### src/rtl/state_probe_bank_if.sv
// rtl/state_probe_bank_if.sv - readout word stream handshake bundle
interface state_probe_bank_if #(
  parameter int OUT_WIDTH = 16
);
  logic                 out_valid;
  logic                 out_ready;
  logic [OUT_WIDTH-1:0] out_data;
  logic                 out_last;

  modport master (
    output out_valid,
    output out_data,
    output out_last,
    input  out_ready
  );

  modport slave (
    input  out_valid,
    input  out_data,
    input  out_last,
    output out_ready
  );
endinterface

### src/rtl/state_probe_bank.sv
// rtl/state_probe_bank.sv - live neuron state bits with snapshot readout as a word stream
module state_probe_bank #(
  parameter int NUM_NEURON      = 256,
  parameter int NEURON_ID_WIDTH = 8,
  parameter int TEN_DATA_WIDTH  = 2,
  parameter int OUT_WIDTH       = 16,
  parameter int UPDATE_MODE     = 0
) (
  input  logic                       clk,
  input  logic                       reset,
  input  logic                       cfg_we,
  input  logic [NEURON_ID_WIDTH:0]   cfg_active,
  input  logic                       spike_valid,
  input  logic [NEURON_ID_WIDTH-1:0] spike_id,
  input  logic [TEN_DATA_WIDTH-1:0]  spike_val,
  input  logic                       rd_req,
  state_probe_bank_if.master         out_if,
  output logic                       rd_done,
  output logic                       busy,
  output logic [15:0]                flip_count
);

  localparam int AW    = NEURON_ID_WIDTH + 1;
  localparam int NWMAX = (NUM_NEURON + OUT_WIDTH - 1) / OUT_WIDTH;
  localparam int PW    = NWMAX * OUT_WIDTH;
  localparam logic [AW-1:0] MAX_ACT = AW'(NUM_NEURON);

  typedef enum logic [1:0] {IDLE, SNAP, STREAM, DONE} state_t;

  state_t                st, st_nxt;
  logic [NUM_NEURON-1:0] live, shadow;
  logic [AW-1:0]         active, nwords, widx, widx_inc, nwords_calc;
  logic                  cfg_apply, spike_acc, spike_chg, new_bit, xfer;

  // Bits past the active count read as zero, including the padding of the last word.
  function automatic logic [OUT_WIDTH-1:0] word_of(input logic [NUM_NEURON-1:0] src,
                                                   input logic [AW-1:0] w,
                                                   input logic [AW-1:0] act);
    logic [PW-1:0]        padded;
    logic [OUT_WIDTH-1:0] r;
    padded = PW'(src) >> (32'(w) * 32'(OUT_WIDTH));
    for (int b = 0; b < OUT_WIDTH; b++) begin
      r[b] = padded[b] && ((32'(w) * 32'(OUT_WIDTH) + 32'(b)) < 32'(act));
    end
    return r;
  endfunction

  assign cfg_apply   = cfg_we && (st == IDLE);
  assign spike_acc   = spike_valid && ({1'b0, spike_id} < active) && !cfg_apply;
  assign xfer        = out_if.out_valid && out_if.out_ready;
  assign widx_inc    = widx + 1'b1;
  assign nwords_calc = AW'((32'(active) + 32'(OUT_WIDTH) - 32'd1) / 32'(OUT_WIDTH));

  always_comb begin
    new_bit   = 1'b0;
    spike_chg = 1'b0;
    if (UPDATE_MODE == 0) begin
      new_bit   = ~live[spike_id];
      spike_chg = spike_acc && (spike_val != '0);
    end else begin
      new_bit   = spike_val[0];
      spike_chg = spike_acc && (live[spike_id] != spike_val[0]);
    end
  end

  always_ff @(posedge clk or posedge reset) begin
    if (reset) st <= IDLE;
    else       st <= st_nxt;
  end

  always_comb begin
    st_nxt  = st;
    busy    = (st != IDLE);
    rd_done = (st == DONE);
    case (st)
      IDLE:    if (rd_req) st_nxt = SNAP;
      SNAP:    st_nxt = (nwords_calc == '0) ? DONE : STREAM;
      STREAM:  if (xfer && out_if.out_last) st_nxt = DONE;
      DONE:    st_nxt = IDLE;
      default: st_nxt = IDLE;
    endcase
  end

  // The snapshot cycle restarts the flip count, but its own spike still counts.
  always_ff @(posedge clk or posedge reset) begin
    if (reset) begin
      live       <= '1;
      active     <= MAX_ACT;
      flip_count <= 16'd0;
    end else if (cfg_apply) begin
      live       <= '1;
      active     <= (cfg_active > MAX_ACT) ? MAX_ACT : cfg_active;
      flip_count <= 16'd0;
    end else begin
      if (spike_chg) live[spike_id] <= new_bit;
      if (st == SNAP)
        flip_count <= {15'd0, spike_chg};
      else if (spike_chg && (flip_count != 16'hFFFF))
        flip_count <= flip_count + 16'd1;
    end
  end

  // Word 0 is built from the live array in SNAP so it is valid the very next cycle.
  always_ff @(posedge clk or posedge reset) begin
    if (reset) begin
      shadow           <= '1;
      nwords           <= '0;
      widx             <= '0;
      out_if.out_valid <= 1'b0;
      out_if.out_last  <= 1'b0;
      out_if.out_data  <= '0;
    end else begin
      case (st)
        SNAP: begin
          shadow <= live;
          nwords <= nwords_calc;
          widx   <= '0;
          if (nwords_calc != '0) begin
            out_if.out_valid <= 1'b1;
            out_if.out_data  <= word_of(live, '0, active);
            out_if.out_last  <= (nwords_calc == AW'(1));
          end
        end
        STREAM: begin
          if (xfer) begin
            if (out_if.out_last) begin
              out_if.out_valid <= 1'b0;
              out_if.out_last  <= 1'b0;
              out_if.out_data  <= '0;
              widx             <= '0;
            end else begin
              widx            <= widx_inc;
              out_if.out_data <= word_of(shadow, widx_inc, active);
              out_if.out_last <= (widx_inc == nwords - 1'b1);
            end
          end
        end
        default: ;
      endcase
    end
  end

endmodule

### src/flat_wrapper.sv
// flat-port wrapper written by rule: the top's interface ports become plain ports
module state_probe_bank_flat 
#(
  parameter int NUM_NEURON      = 256,
  parameter int NEURON_ID_WIDTH = 8,
  parameter int TEN_DATA_WIDTH  = 2,
  parameter int OUT_WIDTH       = 16,
  parameter int UPDATE_MODE     = 0
)
  (clk, reset, cfg_we, cfg_active, spike_valid, spike_id, spike_val, rd_req, rd_done, busy, flip_count, out_if_out_valid, out_if_out_data, out_if_out_last, out_if_out_ready);
  state_probe_bank_if #(.OUT_WIDTH(OUT_WIDTH)) out_if_i ();
  input  logic clk;
  input  logic reset;
  input  logic cfg_we;
  input  logic [NEURON_ID_WIDTH:0] cfg_active;
  input  logic spike_valid;
  input  logic [NEURON_ID_WIDTH-1:0] spike_id;
  input  logic [TEN_DATA_WIDTH-1:0] spike_val;
  input  logic rd_req;
  output logic rd_done;
  output logic busy;
  output logic [15:0] flip_count;
  output wire logic [$bits(out_if_i.out_valid)-1:0] out_if_out_valid;
  output wire logic [$bits(out_if_i.out_data)-1:0] out_if_out_data;
  output wire logic [$bits(out_if_i.out_last)-1:0] out_if_out_last;
  input wire logic [$bits(out_if_i.out_ready)-1:0] out_if_out_ready;
  assign out_if_out_valid = out_if_i.out_valid;
  assign out_if_out_data = out_if_i.out_data;
  assign out_if_out_last = out_if_i.out_last;
  assign out_if_i.out_ready = out_if_out_ready;
  state_probe_bank #(.NUM_NEURON(NUM_NEURON), .NEURON_ID_WIDTH(NEURON_ID_WIDTH), .TEN_DATA_WIDTH(TEN_DATA_WIDTH), .OUT_WIDTH(OUT_WIDTH), .UPDATE_MODE(UPDATE_MODE)) u_core (.clk(clk), .reset(reset), .cfg_we(cfg_we), .cfg_active(cfg_active), .spike_valid(spike_valid), .spike_id(spike_id), .spike_val(spike_val), .rd_req(rd_req), .out_if(out_if_i), .rd_done(rd_done), .busy(busy), .flip_count(flip_count));
endmodule
### config.mk
export PLATFORM = sky130hd
export DESIGN_NAME = state_probe_bank_flat
export DESIGN_NICKNAME = d
export VERILOG_FILES = /design/src/rtl/state_probe_bank_if.sv /design/src/rtl/state_probe_bank.sv /design/src/flat_wrapper.sv
export SDC_FILE = /design/constraint.sdc
export NUM_CORES = 2
export LEC_CHECK = 0
export CAP_MARGIN = 20
export CORE_MARGIN = 5
export CORE_UTILIZATION = 40
export DETAILED_ROUTE_END_ITERATION = 10
export GPL_TIMING_DRIVEN = 0
export SETUP_SLACK_MARGIN = 0.05
export SYNTH_ARGS = -nofsm -noshare
export SYNTH_HDL_FRONTEND = slang
export SYNTH_SLANG_ARGS = --single-unit
export TNS_END_PERCENT = 30
### constraint.sdc
create_clock -name clk -period 50.3 [get_ports clk]
set_input_delay 10.06 -clock clk [delete_from_list [all_inputs] [get_ports clk]]
set_output_delay 10.06 -clock clk [all_outputs]
set_load 0.005 [all_outputs]
==> results.tsv <==
stage	metric	value	unit
routing	Routed WL	115200	µm
global_route	largest net degree at the start of global routing	138	
floorplanning	die area	0.07979	mm²
clock_network	clock sinks	575	
placement	Placed Cells	3509	
routing	first drt pass iteration count	7	
critical_path	CP Launch Type	input port	
sta	TNS Setup	0	ns
critical_path	critical path peak fanout	10	
placement	GPL Wtd Cong	1.008	
cells_and_area	Non-Filler Instances	3633	
clock_network	Num CTS Buffers	66	
routing	drt wl/cell	31.72	µm
routing	DR vias	23670	
synth	ys flop type	dfstp_2	
critical_path	Crit Path Class	input port to flop	
global_route	GR Overflow Total	0	
synth	number of distinct library cells after synthesis	67	
routing	DRT iter0 DRCs	3066	
routing	DRC errors left	0	
clock_network	CTS tree	built	
floorplanning	# rows	100	
power_and_ir_drop	Leakage	0.01154	µW
synth	Syn Area/Cell	12.03	µm²
cells_and_area	Finished Core Util	0.4590	
sta	Period Utilization, post-route	0.2787	
critical_path	Critical Path RT	50.82	ns
critical_path	register-to-register setup slack	45.60	ns
floorplanning	CORE AREA	0.07407	mm²
hold_path	HP Class	flop to flop	
synth	sequential area share after synthesis	0.5061	
synth	syn nets	2516	
sta	Final Hold Violating Endpoints	0	
clock_network	hold_buf cts	0	
global_route	first-pass GRT wire length	166400	µm
clock_network	Post-CTS Resized	0	
cells_and_area	commonest non-fill, non-tap cells in the layout	dfstp_2 (513), mux2_2 (259), o21ai_0 (182)	
critical_path	worst path arrival time	14.54	ns
floorplanning	Die Y	282.5	µm
synth	Async SR Flop Fraction	1.000	
routing	Antenna Nets Post-Route	0	
global_route	vias in the first global route	23310	
cells_and_area	nets	2660	
cells_and_area	ratio of cells with drive above 1 in the final layout	0.4083	
clock_network	Post-CTS Setup Inserts	0	
sta	measured slew at the worst slew-check pin	1.317	ns
synth	Synth Instances	2468	
synth	Yosys Warn Count	0	
floorplanning	I/O pin total	61	
sta	final setup vio count	0	
power_and_ir_drop	maximum vdd drop	26.90	µV
synth	Yosys reg bits	575	
sta	RSZ-0062 raised after global routing	false	
clock_network	CTS root buf	clkbuf_16	
job	Max Cap Viol	0	
synth	Post-synth EDFFs	0	
sta	Max Clk Rate	0.07133	GHz
cells_and_area	P&R area growth vs syn	14.48	%
cells_and_area	most common cell after layout, fill and taps aside	dfstp_2	
clock_network	CTS max path bufs	3	
critical_path	crit end category	flop	
sta	Rel. slew slack	0.1218	
status	outcome	completed	
floorplanning	width of the die	282.5	µm
synth	post-synthesis cell area	0.02970	mm²
sta	Tmin final	14.02	ns
clock_network	H-tree depth	3	
placement	number of port buffers	59	
clock_network	worst skew pair latency	0.62	ns
power_and_ir_drop	Pwr Density	44.45	mW/mm²
global_route	initial antenna violation count	5	
clock_network	Worst-path clk slew	0.06	ns
sta	Pins Over Slew Limit	0	
routing	drt via density	6.515	
sta	clock skew	0.02400	ns
placement	hpwl dp	84100	µm
global_route	GRT Total Usage	0.2845	
floorplanning	Starting Density	0.4009	
## final cells by class
| class | instances | area [µm²] |
|---|---|---|
| Tap cell | 969 | 1212 |
| Timing Repair Buffer | 76 | 864.6 |
| Clock inverter | 24 | 246.5 |
| Fill cell | 6685 | 40070 |
| Clock buffer | 92 | 1954 |
| Inverter | 25 | 101.3 |
| Buffer | 233 | 1001 |
| Multi-Input combinational cell | 1635 | 13580 |
| Antenna cell | 4 | 10.01 |
| Sequential cell | 575 | 15030 |
## cells by family (layout without fill, tap and decap cells)
group,Yosys count,after routing,synth area share
xor gates and xnor gates,40,40,0.01180
muxes,491,491,0.2249
AOI/OAI and AO/OA,557,557,0.1242
other,0,4,0
DFF,575,575,0.5061
and+or+nand+nor,524,524,0.08645
buffers and inverters,258,450,0.03687
adders and majority gates,23,23,0.009690
## cell usage after synthesis (5+ instances only)
cell type / n / area share
nand2b_1: 12 / 0.0025
a22oi_1: 26 / 0.0066
and2_1: 7 / 0.0015
nor4_1: 14 / 0.0029
o22ai_1: 7 / 0.0015
a31oi_2: 10 / 0.0042
nand3b_1: 10 / 0.0025
o311ai_0: 95 / 0.028
clkbuf_1: 167 / 0.021
a21oi_1: 74 / 0.012
xnor2_1: 33 / 0.0097
nor3_1: 108 / 0.018
buf_2: 35 / 0.0059
inv_1: 23 / 0.0029
buf_6: 10 / 0.0038
mux2_2: 259 / 0.098
xor2_1: 7 / 0.0021
dfstp_2: 513 / 0.45
nor2_1: 125 / 0.016
a211oi_1: 54 / 0.014
nor2b_1: 12 / 0.0025
mux2i_1: 117 / 0.039
nand2_1: 74 / 0.0094
nor3b_1: 7 / 0.0018
a41oi_1: 8 / 0.0024
mux4_2: 115 / 0.087
a311oi_1: 6 / 0.0018
o21ai_0: 182 / 0.031
ha_1: 23 / 0.0097
nand4_1: 10 / 0.0021
or3_1: 9 / 0.0019
buf_1: 19 / 0.0024
nand3_1: 117 / 0.020
a31oi_1: 55 / 0.012
dfrtp_1: 62 / 0.052
o21a_1: 5 / 0.0013
## sequential cells by signal, indices dropped and copies added, names as in the netlist
signal and flops:
u_core.active 9, u_core.flip_count 16, u_core.live 256, u_core.nwords 9
u_core.out_if.out_data 16, u_core.out_if.out_last 1, u_core.out_if.out_valid 1, u_core.shadow 256
u_core.st 2, u_core.widx 9
## worst paths after layout
path / from / end / cells past startpoint
hold / removal: u_core.out_if.out_data[7] / u_core.out_if.out_data[7] / 2
max in group asynchronous: reset / u_core.shadow[82] / 4
setup / recovery: spike_id[3] / u_core.live[72] / 11
min in group asynchronous: reset / u_core.flip_count[10] / 2
hold reg to reg: u_core.out_if.out_data[7] / u_core.out_if.out_data[7] / 2
setup reg to reg: u_core.widx[1] / u_core.out_if.out_data[15] / 9
## worst max-delay path: stages
cell and delay (ns):
clkdlybuf4s50_1 0.55, buf_2 0.33, buf_2 0.45, buf_2 0.37
buf_2 0.40, buf_2 0.33, nand2_1 0.17, nor3_1 0.85
clkbuf_1 0.62, a21oi_1 0.14, o21ai_0 0.23
## where the power goes
| group | total, µW | switching (µW) | internal [µW] |
|---|---|---|---|
| clock | 496 | 204 | 292 |
| combinational | 466 | 298 | 168 |
| sequential | 548 | 31.4 | 517 |
| total | 1510 | 534 | 977 |
## per-layer routing
metal  routed length (µm)  share of wire  vias up  global-route usage
met5                   14        0.00012        -                   0
met4                 7782          0.068        2              0.1569
met3                11660           0.10      344             0.07148
met2                50930           0.44     1512              0.4348
met1                44860           0.39    12120              0.3729
li1                     -              -     9695                   -
## through the flow
stage	hold slack [ns]	power [µW]	area, µm²	setup WS, ns
final	0.5184	1511	34000	36.28
after global routing	0.5559	1562	33990	36.31
after CTS	0.5256	1509	33950	36.54
after detailed placement	0.5122	1013	31750	35.90
after global placement	0.5033	997.7	31500	18.50
after floorplan	0.4859	832.7	29700	25.00
Note: power is estimated with default switching activity, not from simulation.
